File: config.mk
export PLATFORM = sky130hd
export DESIGN_NAME = adc_scan_top
export DESIGN_NICKNAME = d
export VERILOG_FILES = /design/src/rtl/adc_scan_pkg.sv /design/src/rtl/adc_scan_acc.sv /design/src/rtl/adc_scan_top.sv
export SDC_FILE = /design/constraint.sdc
export NUM_CORES = 1
export LEC_CHECK = 0
export ABC_AREA = 1
export BUFFER_PORTS_ARGS = -buffer_cell sky130_fd_sc_hd__buf_4
export CAP_MARGIN = 0
export CELL_PAD_IN_SITES_DETAIL_PLACEMENT = 1
export CELL_PAD_IN_SITES_GLOBAL_PLACEMENT = 2
export CORE_MARGIN = 5
export CORE_UTILIZATION = 33
export CTS_CLUSTER_DIAMETER = 150
export DETAILED_ROUTE_END_ITERATION = 10
export PLACE_DENSITY_LB_ADDON = 0.1
export SLEW_MARGIN = 10
export SYNTH_ARGS = -nofsm -noshare
export SYNTH_HDL_FRONTEND = slang
export SYNTH_SLANG_ARGS = --single-unit
File: constraint.sdc
create_clock -name clk -period 3.3 [get_ports clk]
set_clock_uncertainty 0.2 [all_clocks]
set_input_delay 0.495 -clock clk [delete_from_list [all_inputs] [get_ports clk]]
set_output_delay 0.495 -clock clk [all_outputs]
set_load 0.02 [all_outputs]
File: src/rtl/adc_scan_pkg.sv
// Shared types and defaults for the multiplexed ADC scan controller.
package adc_scan_pkg;

  typedef enum logic [1:0] {
    ST_IDLE,
    ST_SETTLE,
    ST_INTEGRATE,
    ST_DUMP
  } state_e;

  localparam int DEF_N_CH  = 4;
  localparam int DEF_RES_W = 16;
  localparam int DEF_OSR_W = 16;
  localparam int DEF_SET_W = 8;

  // Returns {found, ch}: lowest enabled channel above cur (or at cur when incl).
  function automatic logic [4:0] next_ch(input logic [15:0] mask,
                                         input logic [3:0]  cur,
                                         input logic        incl);
    logic [4:0] r;
    r = '0;
    for (int i = 15; i >= 0; i--) begin
      if (mask[i] && ((i > int'(cur)) || (incl && (i == int'(cur))))) begin
        r = {1'b1, 4'(i)};
      end
    end
    return r;
  endfunction

endpackage

File: src/rtl/adc_scan_acc.sv
// Integration window: counts cycles and ones while enabled; done on the last window cycle.
// Output is the ones count saturated to RES_W bits; no flow control.
module adc_scan_acc #(
  parameter int OSR_W = 16,
  parameter int RES_W = 16
) (
  input  logic             clk_i,
  input  logic             rst_i,
  input  logic             clr_i,
  input  logic             en_i,
  input  logic             bit_i,
  input  logic [OSR_W-1:0] osr_i,
  output logic             done_o,
  output logic [RES_W-1:0] result_o
);

  localparam int W = (OSR_W > RES_W) ? OSR_W : RES_W;

  logic [OSR_W-1:0] cnt_q, cnt_d;
  logic [OSR_W-1:0] acc_q, acc_d;
  logic [OSR_W-1:0] osr_eff;
  logic [W-1:0]     acc_ext;

  always_comb begin
    osr_eff = (osr_i == '0) ? OSR_W'(1) : osr_i;
    cnt_d   = cnt_q;
    acc_d   = acc_q;
    if (clr_i) begin
      cnt_d = '0;
      acc_d = '0;
    end else if (en_i) begin
      cnt_d = cnt_q + OSR_W'(1);
      if (bit_i) acc_d = acc_q + OSR_W'(1);
    end
  end

  assign done_o   = en_i && (cnt_q == (osr_eff - OSR_W'(1)));
  assign acc_ext  = W'(acc_q);
  assign result_o = (acc_ext > W'({RES_W{1'b1}})) ? {RES_W{1'b1}} : acc_ext[RES_W-1:0];

  always_ff @(posedge clk_i) begin
    if (rst_i) begin
      cnt_q <= '0;
      acc_q <= '0;
    end else begin
      cnt_q <= cnt_d;
      acc_q <= acc_d;
    end
  end

endmodule

File: src/rtl/adc_scan_top.sv
// Round-robin scan over enabled mux channels: settle, integrate osr samples, dump one result each.
// Result register is single-entry; an unaccepted result is overwritten and flagged as overrun.
module adc_scan_top
  import adc_scan_pkg::*;
#(
  parameter int N_CH  = DEF_N_CH,
  parameter int RES_W = DEF_RES_W,
  parameter int OSR_W = DEF_OSR_W,
  parameter int SET_W = DEF_SET_W,
  localparam int CH_W = $clog2(N_CH)
) (
  input  logic             clk,
  input  logic             rst,
  input  logic             comp_in,
  input  logic             start_conversion_in,
  input  logic             abort_in,
  input  logic [N_CH-1:0]  ch_mask_in,
  input  logic [OSR_W-1:0] osr_in,
  input  logic [SET_W-1:0] settle_in,
  input  logic             continuous_in,
  output logic [CH_W-1:0]  ch_sel_out,
  output logic [RES_W-1:0] result_out,
  output logic [CH_W-1:0]  result_ch_out,
  output logic             result_valid_out,
  input  logic             result_ready_in,
  output logic             busy_out,
  output logic             conversion_finished_out,
  output logic             overrun_out
);

  state_e           state_q, state_d;
  logic [N_CH-1:0]  mask_q, mask_d;
  logic [OSR_W-1:0] osr_q, osr_d;
  logic [SET_W-1:0] settle_q, settle_d, set_cnt_q, set_cnt_d;
  logic             cont_q, cont_d;
  logic [CH_W-1:0]  ch_q, ch_d;
  logic [RES_W-1:0] result_q, result_d, acc_res;
  logic [CH_W-1:0]  res_ch_q, res_ch_d;
  logic             valid_q, valid_d, fin_q, fin_d, ovr_q, ovr_d;
  logic             acc_clr, acc_en, acc_done, dump, start_ok, settle_done;
  logic [4:0]       nxt, lowest, lowest_in;

  assign nxt         = next_ch(16'(mask_q), 4'(ch_q), 1'b0);
  assign lowest      = next_ch(16'(mask_q), 4'd0, 1'b1);
  assign lowest_in   = next_ch(16'(ch_mask_in), 4'd0, 1'b1);
  assign start_ok    = (state_q == ST_IDLE) && start_conversion_in && (|ch_mask_in) && !abort_in;
  assign settle_done = ({1'b0, set_cnt_q} + (SET_W+1)'(1)) >= {1'b0, settle_q};

  always_ff @(posedge clk) begin
    if (rst) state_q <= ST_IDLE;
    else     state_q <= state_d;
  end

  always_comb begin
    state_d   = state_q;
    ch_d      = ch_q;
    mask_d    = mask_q;
    osr_d     = osr_q;
    settle_d  = settle_q;
    cont_d    = cont_q;
    set_cnt_d = '0;
    case (state_q)
      ST_IDLE: if (start_ok) begin
        state_d  = ST_SETTLE;
        ch_d     = CH_W'(lowest_in[3:0]);
        mask_d   = ch_mask_in;
        osr_d    = osr_in;
        settle_d = settle_in;
        cont_d   = continuous_in;
      end
      ST_SETTLE: begin
        set_cnt_d = set_cnt_q + SET_W'(1);
        if (settle_done) state_d = ST_INTEGRATE;
      end
      ST_INTEGRATE: if (acc_done) state_d = ST_DUMP;
      ST_DUMP: begin
        if (nxt[4]) begin
          state_d = ST_SETTLE;
          ch_d    = CH_W'(nxt[3:0]);
        end else if (cont_q) begin
          state_d = ST_SETTLE;
          ch_d    = CH_W'(lowest[3:0]);
        end else begin
          state_d = ST_IDLE;
        end
      end
      default: state_d = ST_IDLE;
    endcase
    if (abort_in) state_d = ST_IDLE;
  end

  always_comb begin
    busy_out = (state_q != ST_IDLE);
    acc_en   = (state_q == ST_INTEGRATE);
    acc_clr  = (state_q != ST_INTEGRATE);
    dump     = (state_q == ST_DUMP);
  end

  adc_scan_acc #(.OSR_W(OSR_W), .RES_W(RES_W)) u_acc (
    .clk_i    (clk),
    .rst_i    (rst),
    .clr_i    (acc_clr),
    .en_i     (acc_en),
    .bit_i    (comp_in),
    .osr_i    (osr_q),
    .done_o   (acc_done),
    .result_o (acc_res)
  );

  // Accept and a fresh result in the same cycle keeps valid high without overrun.
  always_comb begin
    result_d = result_q;
    res_ch_d = res_ch_q;
    valid_d  = valid_q && !result_ready_in;
    ovr_d    = ovr_q;
    fin_d    = 1'b0;
    if (dump && !abort_in) begin
      result_d = acc_res;
      res_ch_d = ch_q;
      valid_d  = 1'b1;
      fin_d    = !nxt[4];
      if (valid_q && !result_ready_in) ovr_d = 1'b1;
    end
    if (start_ok) ovr_d = 1'b0;
  end

  always_ff @(posedge clk) begin
    if (rst) begin
      mask_q    <= '0;
      osr_q     <= '0;
      settle_q  <= '0;
      cont_q    <= 1'b0;
      set_cnt_q <= '0;
      ch_q      <= '0;
      result_q  <= '0;
      res_ch_q  <= '0;
      valid_q   <= 1'b0;
      fin_q     <= 1'b0;
      ovr_q     <= 1'b0;
    end else begin
      mask_q    <= mask_d;
      osr_q     <= osr_d;
      settle_q  <= settle_d;
      cont_q    <= cont_d;
      set_cnt_q <= set_cnt_d;
      ch_q      <= ch_d;
      result_q  <= result_d;
      res_ch_q  <= res_ch_d;
      valid_q   <= valid_d;
      fin_q     <= fin_d;
      ovr_q     <= ovr_d;
    end
  end

  assign ch_sel_out              = ch_q;
  assign result_out              = result_q;
  assign result_ch_out           = res_ch_q;
  assign result_valid_out        = valid_q;
  assign conversion_finished_out = fin_q;
  assign overrun_out             = ovr_q;

endmodule
==> flow_metrics.env <==
export IMPL_status="complete, no violations"
export IMPL_numClockSinks=94
export IMPL_critPathTopFamily="simple AND/OR/NAND/NOR gates"
export IMPL_cts_buffers=9
export IMPL_timing_rr_start="osr_q[8]"
export IMPL_maxSlewViolCount=0
export IMPL_avgSynthCellArea_sq_um=7.32
export IMPL_die_height_um=128
export IMPL_regArea_sq_um=1880
export IMPL_yosysWarningCount=0
export IMPL_worst_pin_slew_ns=0.494
export IMPL_fmax_mhz=354
export IMPL_cts_setup_buffers=0
export IMPL_synthXorXnorAreaFrac_pct=4.47
export IMPL_synth_top_flop_cell="dfxtp_1"
export IMPL_synth_simple_area_share_pct=25.8
export IMPL_grt_first_pass_wirelength_mm=22.0
export IMPL_antenna_found_initial=0
export IMPL_yosysUniqueCellTypes=35
export IMPL_synthCells=631
export IMPL_synth_compound_area_share_pct=16.0
export IMPL_drt_iter0_drc=129
export IMPL_reg2reg_to="state_q[0]"
export IMPL_ios=59
export IMPL_hpwl_mm=10.4
export IMPL_hold_path_class="in2reg"
export IMPL_critPathMaxFanout=7
export IMPL_endpoint_kind="register"
export IMPL_setup_ws_ns=0.472
export IMPL_cp_arrival_ns=2.87
export IMPL_holdPathEnd="mask_q[0]"
export IMPL_vias_per_cell=4.86
export IMPL_dieArea_sq_um=16500
export IMPL_grt_setup_unrepaired="false"
export IMPL_synth_common_cells="94 x dfxtp_1, 90 x nor2_1, 83 x inv_1, 72 x nand2_1, 66 x o21ai_0"
export IMPL_syn_cell_area_sq_um=4620
export IMPL_ys_top_cells_by_area="dfxtp_1 41%, nor2_1 7.3%, o21ai_0 7.2%"
export IMPL_final_nets=742
export IMPL_path_cells="nor2_2, nand2_1, nor2_4, nand2_4, nand2_2, inv_2, ha_1, nand2_2, xor2_1, nor2_1, nor3_1, nand3_1, nor2_1, nand4_1, nand2_1, nand2_2, nor2_1, nor2_1"
export IMPL_synth_top_family_by_area="simple AND/OR/NAND/NOR gates"
export IMPL_crit_type="reg2reg"
export IMPL_p_per_area_nw_per_um2=488
export IMPL_yosysTopAreaCell="dfxtp_1"
export IMPL_critPathMostFrequentCell="nor2_1"
export IMPL_yosysSeqAreaShare_pct=40.8
export IMPL_leakage_nw=2.38
export IMPL_avgRoutedWirePerCell_um=15.1
export IMPL_clock_latency_ns=0.35
export IMPL_syn2layout_area_growth_pct=20.1
export IMPL_ant_nets=0
export IMPL_drive_above_1_share_pct=15.7
export IMPL_synthMuxAreaShare_pct=0
export IMPL_cts_tree="built"
export IMPL_required_ns=3.34
export IMPL_clk_pin_slew_worst_paths_ns=0.07
export IMPL_multi_input_area_sq_um=2350
export IMPL_grt_max_degree=46
export IMPL_clock_path_buffers=2
export IMPL_place_congestion=0.826
export IMPL_routed_wl_mm=13.2
export IMPL_synth_net_count=683
export IMPL_fin_crit_sh_pct=85.7
export IMPL_hold_start="rst"
export IMPL_cp_start_kind="register"
export IMPL_htree_levels=3
export IMPL_cts_hold_buf=0
export IMPL_pre_cts_ws_ns=0.513
export IMPL_setup_viol=0
export IMPL_root_buffer="clkbuf_16"
export IMPL_synthAdderAreaFrac_pct=4.61
export IMPL_slowest_delay_ns=0.35
export IMPL_synth_ff_latch_count=94
export IMPL_initial_utilization_pct=33.4
export IMPL_vias=4251
export IMPL_setup_tns_ns=0
export IMPL_hold_viol=0
export IMPL_post_synth_top_count_cell="dfxtp_1"
export IMPL_peakVddDrop_mv=0.203
export IMPL_gr_usage_all_layers_pct=16.7
export IMPL_async_reset_ff_share_pct=0
export IMPL_cts_repair_resized=0
export IMPL_diodes=0
export IMPL_row_count=43
export IMPL_reg2reg_depth=18
export IMPL_reg2reg_slack_ns=0.47
export IMPL_port_buffers=58
export IMPL_worst_path_max_delay_cell="dfxtp_1"
export IMPL_drc=0
export IMPL_overflow=0
export IMPL_synth_top_area_share_pct=40.8
export IMPL_period_minus_slack_ns=2.83
export IMPL_grt_pass1_vias=4462
export IMPL_drv_cap=0
export IMPL_core_area_sq_um=13800
export IMPL_dr_pass1_iters=4
export IMPL_crit_buf_inv=1
export IMPL_n_fill_cell=1748
export IMPL_holdPathStages=2
export IMPL_synth_edf_count=0
export IMPL_slew_headroom_pct=67.0
export IMPL_die_w_um=128
state kept, by name (all words and copies together) (netlist names):
name / count
osr_q: 16
result_out: 16
u_acc.acc_ext: 16
u_acc.cnt_q: 16
set_cnt_q: 8
settle_q: 8
mask_q: 4
ch_sel_out: 2
result_ch_out: 2
state_q: 2
cont_q: 1
conversion_finished_out: 1
overrun_out: 1
result_valid_out: 1
worst max path at each step:
stage,slack [ns],end,depth (start not counted),startpoint
3_5_place_dp,0.51,state_q[0],19,osr_q[6]
2_1_floorplan,0.86,state_q[1],18,osr_q[8]
5_1_grt,0.20,state_q[0],22,osr_q[8]
6_report,0.47,state_q[0],18,osr_q[8]
4_1_cts,0.48,state_q[0],18,osr_q[6]
3_3_place_gp,0.61,state_q[1],18,osr_q[6]
worst register-to-register path: cells and delay by family (launching register included):
| kind | cells | cell delay, ns |
|---|---|---|
| AND/OR/NAND/NOR | 15 | 1.63 |
| XOR/XNOR | 1 | 0.25 |
| adder cells (fa/ha/maj) | 1 | 0.25 |
| flip-flops | 1 | 0.35 |
| buffers and inverters | 1 | 0.04 |
layout by cell type, fill, tap and decap left out, types with 2 or more instances in the layout:
master	count
a211oi_1	3
a21oi_1	61
a31oi_1	5
buf_4	63
clkbuf_16	9
dfxtp_1	94
ha_1	17
inv_1	83
inv_2	4
inv_6	4
nand2_1	72
nand2_2	6
nand2_4	2
nand3_1	34
nand3b_1	2
nand4_1	11
nand4_2	2
nor2_1	89
nor2_2	9
nor2_4	3
nor3_1	13
nor4_1	5
o211ai_1	2
o21a_1	2
o21ai_0	66
o21ai_1	2
xnor2_1	5
xor2_1	16
power by group:
group          switching, mW  total, mW  leakage [nW]  internal (mW)
sequential            0.0373       1.21         0.763           1.17
clock                  0.488       1.02         0.143          0.528
combinational          0.304      0.478          1.47          0.174
total                  0.829       2.70          2.38           1.88
routing by layer:
layer	share of wire, %	GRT usage, %	wire length, um	up-vias
li1	-	-	-	2191
met1	48	21.7	6290	1982
met2	48	27.9	6320	60
met3	3.0	2.83	394	18
met4	1.7	5.68	227	0
met5	0	0	0	-
per-stage QoR:
stage / cells / hold slack (ns) / area [sq um] / power [mW] / util, %
finish: 875 / 0.173 / 5550 / 2.70 / 40.1
global route: 875 / 0.162 / 5550 / 2.86 / 40.1
CTS: 875 / 0.162 / 5550 / 2.75 / 40.1
detailed placement: 859 / 0.260 / 5260 / 1.72 / 38.1
global placement: 859 / 0.249 / 5260 / 1.71 / 38.1
floorplan: 631 / 0.233 / 4620 / 1.55 / -
layout make-up:
cell class	count	area share, %
clock buffers	9	4.06
clock inverters	7	1.08
inverters	88	5.96
multi-input cells	434	42.4
flip-flops and latches	94	33.9
well taps	180	4.06
repair buffers	63	8.53
cells by family after synthesis:
kind of cell / count (synthesis)
and+or+nand+nor: 253
AOI/OAI and AO/OA: 142
buffers and inverters: 103
DFF: 94
xor gates and xnor gates: 22
adders and majority gates: 17
Note: power is estimated with default switching activity, not from simulation.
